===== config.mk =====
export PLATFORM = sky130hd
export DESIGN_NAME = serial_alu_ctrl
export DESIGN_NICKNAME = d
export VERILOG_FILES = /design/src/rtl/serial_alu_ctrl.sv
export SDC_FILE = /design/constraint.sdc
export NUM_CORES = 1
export LEC_CHECK = 0
export BUFFER_PORTS_ARGS = -buffer_cell sky130_fd_sc_hd__buf_4
export CAP_MARGIN = 20
export CORE_MARGIN = 3
export CORE_UTILIZATION = 50
export CTS_BUF_LIST = sky130_fd_sc_hd__clkbuf_8
export DETAILED_ROUTE_END_ITERATION = 8
export PLACE_DENSITY = 0.7
export SLEW_MARGIN = 25
export SYNTH_ARGS = -nofsm -noshare
export SYNTH_HDL_FRONTEND = slang
export SYNTH_SLANG_ARGS = --single-unit

===== constraint.sdc =====
create_clock -name clk -period 5.2 [get_ports clk]
set_input_delay 0.26 -clock clk [delete_from_list [all_inputs] [get_ports clk]]
set_output_delay 0.26 -clock clk [all_outputs]
set_load 0.1 [all_outputs]

===== src/rtl/serial_alu_ctrl.sv =====
// serial_alu_ctrl: bit-serial ALU sequencer built around a single 1-bit ALU slice.
// One operand bit is evaluated per clock, LSB first; an operation takes WIDTH
// RUN cycles and ends with a one-cycle done pulse.
//
// Ports
//   clk        single clock, rising edge
//   rst_n      synchronous active-low reset
//   start      request a new operation (sampled only in IDLE)
//   op[2:0]    0 AND, 1 OR, 2 ADD, 3 SUB, 4 NOR, 5 SLT, 6-7 invalid
//   a, b       operands, latched on the accepting edge
//   result     registered result, held until the next accepted start
//   carry_out  final carry of ADD/SUB
//   overflow   signed overflow of ADD/SUB/SLT
//   zero       result == 0
//   busy       high in RUN and DONE
//   done       one-cycle pulse when result and flags are valid
//
// state  | meaning
// IDLE   | waiting for start; outputs hold the last result
// RUN    | one slice evaluation per cycle, WIDTH cycles
// DONE   | result/flags valid, done asserted for this single cycle

module alu_slice (
   input  logic       i_a,
   input  logic       i_b,
   input  logic       i_ainv,
   input  logic       i_binv,
   input  logic       i_cin,
   input  logic [1:0] i_sel,
   output logic       o_bit,
   output logic       o_cout
);
   logic w_a;
   logic w_b;

   assign w_a    = i_ainv ? ~i_a : i_a;
   assign w_b    = i_binv ? ~i_b : i_b;
   assign o_cout = (w_a & w_b) | (i_cin & (w_a ^ w_b));

   always_comb begin
      o_bit = 1'b0;
      case (i_sel)
         2'd0:    o_bit = w_a & w_b;
         2'd1:    o_bit = w_a | w_b;
         2'd2:    o_bit = w_a ^ w_b ^ i_cin;
         default: o_bit = 1'b0;
      endcase
   end
endmodule

module serial_alu_ctrl #(
   parameter int WIDTH = 8
) (
   input  logic             clk,
   input  logic             rst_n,
   input  logic             start,
   input  logic [2:0]       op,
   input  logic [WIDTH-1:0] a,
   input  logic [WIDTH-1:0] b,
   output logic [WIDTH-1:0] result,
   output logic             carry_out,
   output logic             overflow,
   output logic             zero,
   output logic             busy,
   output logic             done
);
   localparam int IW = (WIDTH > 2) ? $clog2(WIDTH) : 1;
   localparam logic [IW-1:0] IDX_LAST = IW'(WIDTH - 1);

   localparam logic [2:0] OP_AND = 3'd0;
   localparam logic [2:0] OP_OR  = 3'd1;
   localparam logic [2:0] OP_ADD = 3'd2;
   localparam logic [2:0] OP_SUB = 3'd3;
   localparam logic [2:0] OP_NOR = 3'd4;
   localparam logic [2:0] OP_SLT = 3'd5;

   typedef enum logic [1:0] {
      S_IDLE = 2'd0,
      S_RUN  = 2'd1,
      S_DONE = 2'd2
   } state_t;

   state_t           r_state;
   state_t           w_next;
   logic [WIDTH-1:0] r_a;
   logic [WIDTH-1:0] r_b;
   logic [2:0]       r_op;
   logic [IW-1:0]    r_idx;
   logic             r_carry;
   logic [WIDTH-1:0] r_shift;
   logic [WIDTH-1:0] r_result;
   logic             r_carry_out;
   logic             r_overflow;
   logic             r_zero;

   logic             w_accept;
   logic             w_last;
   logic             w_ainv;
   logic             w_binv;
   logic [1:0]       w_sel;
   logic             w_bit;
   logic             w_cout;
   logic             w_ovf;
   logic [WIDTH-1:0] w_shift_next;
   logic [WIDTH-1:0] w_res_final;
   logic             w_c_final;
   logic             w_v_final;

   assign w_accept = (r_state == S_IDLE) && start;
   assign w_last   = (r_state == S_RUN) && (r_idx == IDX_LAST);

   always_comb begin
      w_next = r_state;
      case (r_state)
         S_IDLE:  if (start) w_next = S_RUN;
         S_RUN:   if (r_idx == IDX_LAST) w_next = S_DONE;
         S_DONE:  w_next = S_IDLE;
         default: w_next = S_IDLE;
      endcase
   end

   // Slice controls {Ainv, Binv, operation}; SLT is evaluated as a subtraction.
   always_comb begin
      w_ainv = 1'b0;
      w_binv = 1'b0;
      w_sel  = 2'd0;
      case (r_op)
         OP_AND: w_sel = 2'd0;
         OP_OR:  w_sel = 2'd1;
         OP_ADD: w_sel = 2'd2;
         OP_SUB: begin w_binv = 1'b1; w_sel = 2'd2; end
         OP_NOR: begin w_ainv = 1'b1; w_binv = 1'b1; w_sel = 2'd0; end
         OP_SLT: begin w_binv = 1'b1; w_sel = 2'd2; end
         default: w_sel = 2'd0;
      endcase
   end

   alu_slice u_slice (
      .i_a    (r_a[0]),
      .i_b    (r_b[0]),
      .i_ainv (w_ainv),
      .i_binv (w_binv),
      .i_cin  (r_carry),
      .i_sel  (w_sel),
      .o_bit  (w_bit),
      .o_cout (w_cout)
   );

   // On the last RUN cycle r_carry is the carry into the MSB.
   assign w_ovf        = r_carry ^ w_cout;
   assign w_shift_next = {w_bit, r_shift[WIDTH-1:1]};

   always_comb begin
      w_res_final = w_shift_next;
      w_c_final   = 1'b0;
      w_v_final   = 1'b0;
      case (r_op)
         OP_AND, OP_OR, OP_NOR: w_res_final = w_shift_next;
         OP_ADD, OP_SUB: begin
            w_c_final = w_cout;
            w_v_final = w_ovf;
         end
         OP_SLT: begin
            w_res_final = {{(WIDTH-1){1'b0}}, w_bit ^ w_ovf};
            w_v_final   = w_ovf;
         end
         default: w_res_final = '0;
      endcase
   end

   always_ff @(posedge clk) begin
      if (!rst_n) begin
         r_state     <= S_IDLE;
         r_a         <= '0;
         r_b         <= '0;
         r_op        <= 3'd0;
         r_idx       <= '0;
         r_carry     <= 1'b0;
         r_shift     <= '0;
         r_result    <= '0;
         r_carry_out <= 1'b0;
         r_overflow  <= 1'b0;
         r_zero      <= 1'b0;
      end else begin
         r_state <= w_next;
         if (w_accept) begin
            r_a         <= a;
            r_b         <= b;
            r_op        <= op;
            r_idx       <= '0;
            r_carry     <= (op == OP_SUB) || (op == OP_SLT);
            r_shift     <= '0;
            r_result    <= '0;
            r_carry_out <= 1'b0;
            r_overflow  <= 1'b0;
            r_zero      <= 1'b0;
         end else if (r_state == S_RUN) begin
            r_a     <= r_a >> 1;
            r_b     <= r_b >> 1;
            r_carry <= w_cout;
            r_idx   <= r_idx + IW'(1);
            r_shift <= w_shift_next;
            if (w_last) begin
               r_result    <= w_res_final;
               r_carry_out <= w_c_final;
               r_overflow  <= w_v_final;
               r_zero      <= (w_res_final == '0);
            end
         end
      end
   end

   assign result    = r_result;
   assign carry_out = r_carry_out;
   assign overflow  = r_overflow;
   assign zero      = r_zero;
   assign busy      = (r_state != S_IDLE);
   assign done      = (r_state == S_DONE);
endmodule

==> run summary, run 1 <==
cells along the critical path = nor2b_1, nor2b_1, xnor2_1, inv_1, fa_1, or2b_1, a311oi_4, or4b_1, a31oi_1, o22ai_1
fmax = 0.333 GHz
vias in the first global route = 1516
Top delay family on crit path = simple AND/OR/NAND/NOR gates
Tot GR Track Use = 0.168
setup violators final = 0
Leakage = 0.899 nW
H-tree Lvls = 2
largest net degree at the start of global routing = 31
initial drt markers = 113
Final HPWL DP = 2.75 mm
DR vias = 1661
peak supply drop = 187 uV
Slowest cell on crit path = fa_1
Post-synth top flop = dfxtp_1
FF-to-FF End = zero
fraction of layout cells with a size suffix above 1 = 0.188
worst path buffer plus inverter count = 1
FFs w/ async S/R, synth = 0
slowest stage delay, CP = 0.57 ns
Setup crit end = zero
die area = 4760 um^2
wirelength, routed = 4.07 mm
Initial Utilization = 0.530
Mapped Area = 1990 um^2
unrepaired setup endpoints after global routing = false
register area share after synthesis = 0.434
post-synthesis area per instance = 8.52 um^2
minimum clock period = 3.00 ns
largest fanout on the critical path = 11
max-cap viol count = 0
Post-synth top cells = nand2_1, dfxtp_1, a22oi_1, a21oi_1, nor2_1
post-synthesis cell type count = 40
EDFF count, synth = 0
CP Depth = 10
clk buf depth = 2
CTS tree = built
worst flop-to-flop path startpoint = r_op[2]
Max transition margin = 0.452
Reg2Reg Depth = 10
final hold vios = 0
std cell rows = 22
clock skew = 0.00599 ns
Reg clk slew, reported paths = 0.08 ns
I/O pins = 35
CTS hold repair buffers = 0
die height = 69.0 um
Final Cycle Share = 0.577
Hold Crit Class = input port to flip-flop
CTS Buf Count = 5
gate count after technology mapping = 233
n_diodes = 0
pwr/cell area = 283 nW/um^2
worst skew pair latency = 0.30 ns
CTS Sinks = 43
# nets final = 286
most common cell in the synthesized netlist = nand2_1
Setup CP Type = flip-flop to flip-flop
post_cts resized = 0
Via density = 5.39
gr ovfl total = 0
Yosys warning count = 0
final antenna-violating net count = 0
Setup TNS Final = 0 ns
Most common cell on crit path = nor2b_1
pins over their slew limit = 0
Slew @ Worst Pin = 0.822 ns
root buffer selected by CTS = clkbuf_8
P&R area growth vs syn = 16.8%
Setup Slack @ Placement = 2.22 ns
CP arrival = 3.16 ns
first-pass GRT wire length = 6.67 mm
post-CTS setup buffers = 0
Critical Path RT = 5.36 ns
FF-to-FF setup slack = 2.20 ns
synth top area cells = dfxtp_1, nand2_1, a22oi_1
outcome = completed
1st-pass router iterations = 4
Synth top area share = 0.434
Die Width = 69.0 um
initial antenna violation count = 0
total core area = 3740 um^2
crit path from = r_op[2]
routability cong. = 0.898
Seq cells post-synth = 43
dpl cell area = 2230 um^2
Worst setup EP type = flip-flop
drt drc = 0
fillers = 374
Syn Nets = 260
Final Cell Area = 2320 um^2
crit path launch type = flip-flop
port bufs = 34
WL/cell = 13.2 um
cell taking the most area after synthesis = dfxtp_1
final worst setup slack = 2.20 ns
## logic make-up after synthesis
group | after synthesis | synth area share
xor+xnor | 5 | 0.0221
flops | 43 | 0.434
fa+ha+maj | 5 | 0.0353
buf+inv | 20 | 0.0466
simple gates | 92 | 0.216
compound gates | 68 | 0.247
## area by class of cell
cell class | count | area [um^2] | area share
clock buffers | 5 | 68.8 | 0.0297
clock inverters | 3 | 16.3 | 0.00702
inverters | 4 | 15.0 | 0.00648
multi-input cells | 170 | 1030 | 0.446
flip-flops and latches | 43 | 861 | 0.371
well taps | 48 | 60.1 | 0.0259
repair buffers | 35 | 263 | 0.113
## flip-flops by register name, summed over array words and instances, names as in the netlist
signal / flops
r_a: 8
r_b: 8
result: 8
r_shift: 7
r_idx: 3
r_op: 3
r_state: 2
carry_out: 1
overflow: 1
r_carry: 1
zero: 1
## worst min-delay path by stage
stage | from | to | slack (ns) | cells after the start
6_report | b[7] | r_b[7] | 0.20 | 3
5_1_grt | a[7] | r_a[7] | 0.20 | 3
4_1_cts | a[7] | r_a[7] | 0.20 | 3
3_5_place_dp | r_a[1] | r_a[1] | 0.45 | 2
3_3_place_gp | r_shift[1] | r_shift[1] | 0.44 | 2
2_1_floorplan | op[2] | r_op[2] | 0.39 | 2
## through the flow
step                      total power, W  instances  utilization  hold WS [ns]
final                           0.000657        308        0.619         0.204
after global placement          0.000457        300        0.597         0.443
after global routing            0.000685        308        0.619         0.199
after CTS                       0.000661        308        0.619         0.201
after detailed placement        0.000459        300        0.597         0.449
after floorplan                 0.000433        233            -         0.395
## worst reg2reg max path, stage by stage (launching register included)
cell,delay [ns]
dfxtp_1,0.51
nor2b_1,0.28
nor2b_1,0.19
xnor2_1,0.16
inv_1,0.10
fa_1,0.57
or2b_1,0.16
a311oi_4,0.13
or4b_1,0.55
a31oi_1,0.15
o22ai_1,0.08
## where the power goes
part	internal [W]	switching (W)	total, W
registers	0.000341	0.0000104	0.000351
logic	0.0000423	0.0000568	0.0000992
clock network	0.0000919	0.000114	0.000206
total	0.000475	0.000181	0.000657
## layout by cell type, fill, tap and decap left out, drive strengths merged, types with 2 or more instances in the layout
master | synthesis | routed
o21a | 2 | 2
a21oi | 17 | 17
clkbuf | 7 | 5
dfxtp | 43 | 43
nand3 | 3 | 3
inv | 4 | 5
ha | 4 | 4
buf | 9 | 35
xor2 | 2 | 2
nand2 | 50 | 50
and3 | 2 | 2
a211oi | 2 | 2
nor2b | 6 | 6
nand2b | 3 | 3
nor2 | 18 | 18
a22oi | 20 | 20
nor3 | 3 | 3
xnor2 | 3 | 3
a31oi | 2 | 2
a21boi | 19 | 19
## layer usage
layer / GRT usage / vias to the layer above / wire length (um) / part of all wire
li1: - / 857 / - / -
met1: 0.219 / 775 / 1930 / 0.47
met2: 0.272 / 26 / 1950 / 0.48
met3: 0.0364 / 3 / 157 / 0.039
met4: 0.0607 / 0 / 30 / 0.0074
met5: 0 / - / 0 / 0
Note: power is estimated with default switching activity, not from simulation.
==> run 2: changes to the inputs <==
Settings changed: ABC_AREA set to 1.
Clock period 5.2 ns to 3.1 ns, I/O delays scaled along.
==> run 2 against run 1 <==
Sequential share of layout area grew 1.1 points. Clock-buffer cell count is the same. Utilization grew 2.0 points. Routed wire length shrank 3.3%. First-iteration DRC count shrank 12%. Sequential power grew 68%. Final cell count grew 6.8%. Synthesized cell count grew 8.2%. Non-clock buffer count is the same. Register-to-register slack lost 1.3 ns. Critical endpoint unchanged.
==> run summary, run 2 <==
outcome = completed
CTS Buf Count = 5
die area = 4630 um^2
unrepaired setup endpoints after global routing = false
post-synthesis cell type count = 29
std cell rows = 21
Syn Nets = 279
register area share after synthesis = 0.447
area of the multi-input gates = 916 um^2
worst path buffer plus inverter count = 3
initial drt markers = 99
most common cell in the synthesized netlist = nand2_1
WL/cell = 12.0 um
CTS Sinks = 43
initial antenna violation count = 0
cell taking the most area after synthesis = dfxtp_1
fillers = 351
Critical Path RT = 3.26 ns
post-CTS setup buffers = 0
Setup TNS Final = 0 ns
cells along the critical path = inv_1, nand2_1, o211ai_1, xor2_1, inv_1, fa_1, xnor2_1, inv_1, nand2_1, nand3_1, nand3_1, a21oi_1
Leakage = 0.994 nW
minimum clock period = 2.24 ns
routability cong. = 0.897
peak supply drop = 357 uV
root buffer selected by CTS = clkbuf_8
P&R area growth vs syn = 17.0%
gate count after technology mapping = 252
vias in the first global route = 1500
CTS hold repair buffers = 0
most common cell after layout, fill and taps aside = nand2_1
Slew @ Worst Pin = 0.670 ns
Setup Slack @ Placement = 0.861 ns
Design Power = 0.00106 W
commonest cells after routing, fill and taps aside = nand2_1, dfxtp_1, buf_4
Hold Crit Class = input port to flip-flop
Yosys warning count = 0
pwr/cell area = 470 nW/um^2
Initial Utilization = 0.547
first-pass GRT wire length = 6.55 mm
Post-synth top cells = nand2_1, dfxtp_1, a21oi_1, nor2_1, inv_1
CTS tree = built
n_diodes = 0
worst skew pair latency = 0.28 ns
drt drc = 0
DR vias = 1653
port bufs = 34
Final HPWL DP = 2.84 mm
Max transition margin = 0.553
Synth top area share = 0.447
Via density = 5.02
H-tree Lvls = 2
gr ovfl total = 0
Final Cycle Share = 0.724
WHS = 0.110 ns
Tot GR Track Use = 0.189
Top delay family on crit path = adder cells
FF-to-FF setup slack = 0.86 ns
I/O pins = 35
Reg clk slew, reported paths = 0.07 ns
die height = 68.1 um
register area = 861 um^2
clk buf depth = 2
pins over their slew limit = 0
1st-pass router iterations = 4
fraction of layout cells with a size suffix above 1 = 0.191
setup violators final = 0
post_cts resized = 0
fmax = 0.446 GHz
Mapped Area = 1930 um^2
# nets final = 311
final worst setup slack = 0.856 ns
clock skew = 0.00161 ns
largest net degree at the start of global routing = 21
Setup CP Type = flip-flop to flip-flop
post-synthesis area per instance = 7.64 um^2
synth top area cells = dfxtp_1, nand2_1, a21oi_1
Post-synth top flop = dfxtp_1
total core area = 3520 um^2
max-cap viol count = 0
Seq cells post-synth = 43
wirelength, routed = 3.93 mm
Worst setup EP type = flip-flop
slowest stage delay, CP = 0.44 ns
largest fanout on the critical path = 4
Die Width = 68.1 um
FFs w/ async S/R, synth = 0
CP arrival = 2.41 ns
final hold vios = 0
crit path launch type = flip-flop
Most common cell on crit path = inv_1
Slowest cell on crit path = fa_1
final antenna-violating net count = 0
EDFF count, synth = 0
[run 2: where the power goes]
part | switching, W | internal [W]
Clock | 0.000163 | 0.000147
Sequential | 0.0000145 | 0.000574
Combinational | 0.000102 | 0.0000603
[run 2: kinds of logic (layout without fill, tap and decap cells)]
logic type,after synthesis,after routing,share of synthesized area
compound gates,55,55,0.165
xor+xnor,5,5,0.0227
fa+ha+maj,5,5,0.0364
buf+inv,32,63,0.0773
flops,43,43,0.447
simple gates,112,112,0.251
[run 2: metrics by stage]
stage               cells  cell area, um^2   util
global placement      323             2180  0.619
global route          329             2250  0.640
finish                329             2250  0.640
CTS                   329             2250  0.640
floorplan             252             1930      -
detailed placement    323             2180  0.619
[run 2: cell type report]
class / count / share of cell area
multi-input cells: 177 / 0.407
flip-flops and latches: 43 / 0.382
inverters: 22 / 0.0367
well taps: 46 / 0.0256
clock buffers: 5 / 0.0306
repair buffers: 35 / 0.117
clock inverters: 1 / 0.00167
[run 2: final timing paths]
kind | cells past startpoint | endpoint | from
max reg2reg | 12 | zero | r_op[2]
min | 2 | r_state[0] | rst_n
max | 12 | zero | r_op[2]
min reg2reg | 2 | r_a[7] | r_a[7]
[run 2: layer usage]
| metal | track usage | vias to the layer above | part of all wire |
|---|---|---|---|
| met5 | 0 | - | 0 |
| met4 | 0.0670 | 0 | 0.0048 |
| met3 | 0.0509 | 2 | 0.049 |
| met2 | 0.300 | 33 | 0.46 |
| met1 | 0.248 | 737 | 0.49 |
| li1 | - | 881 | - |
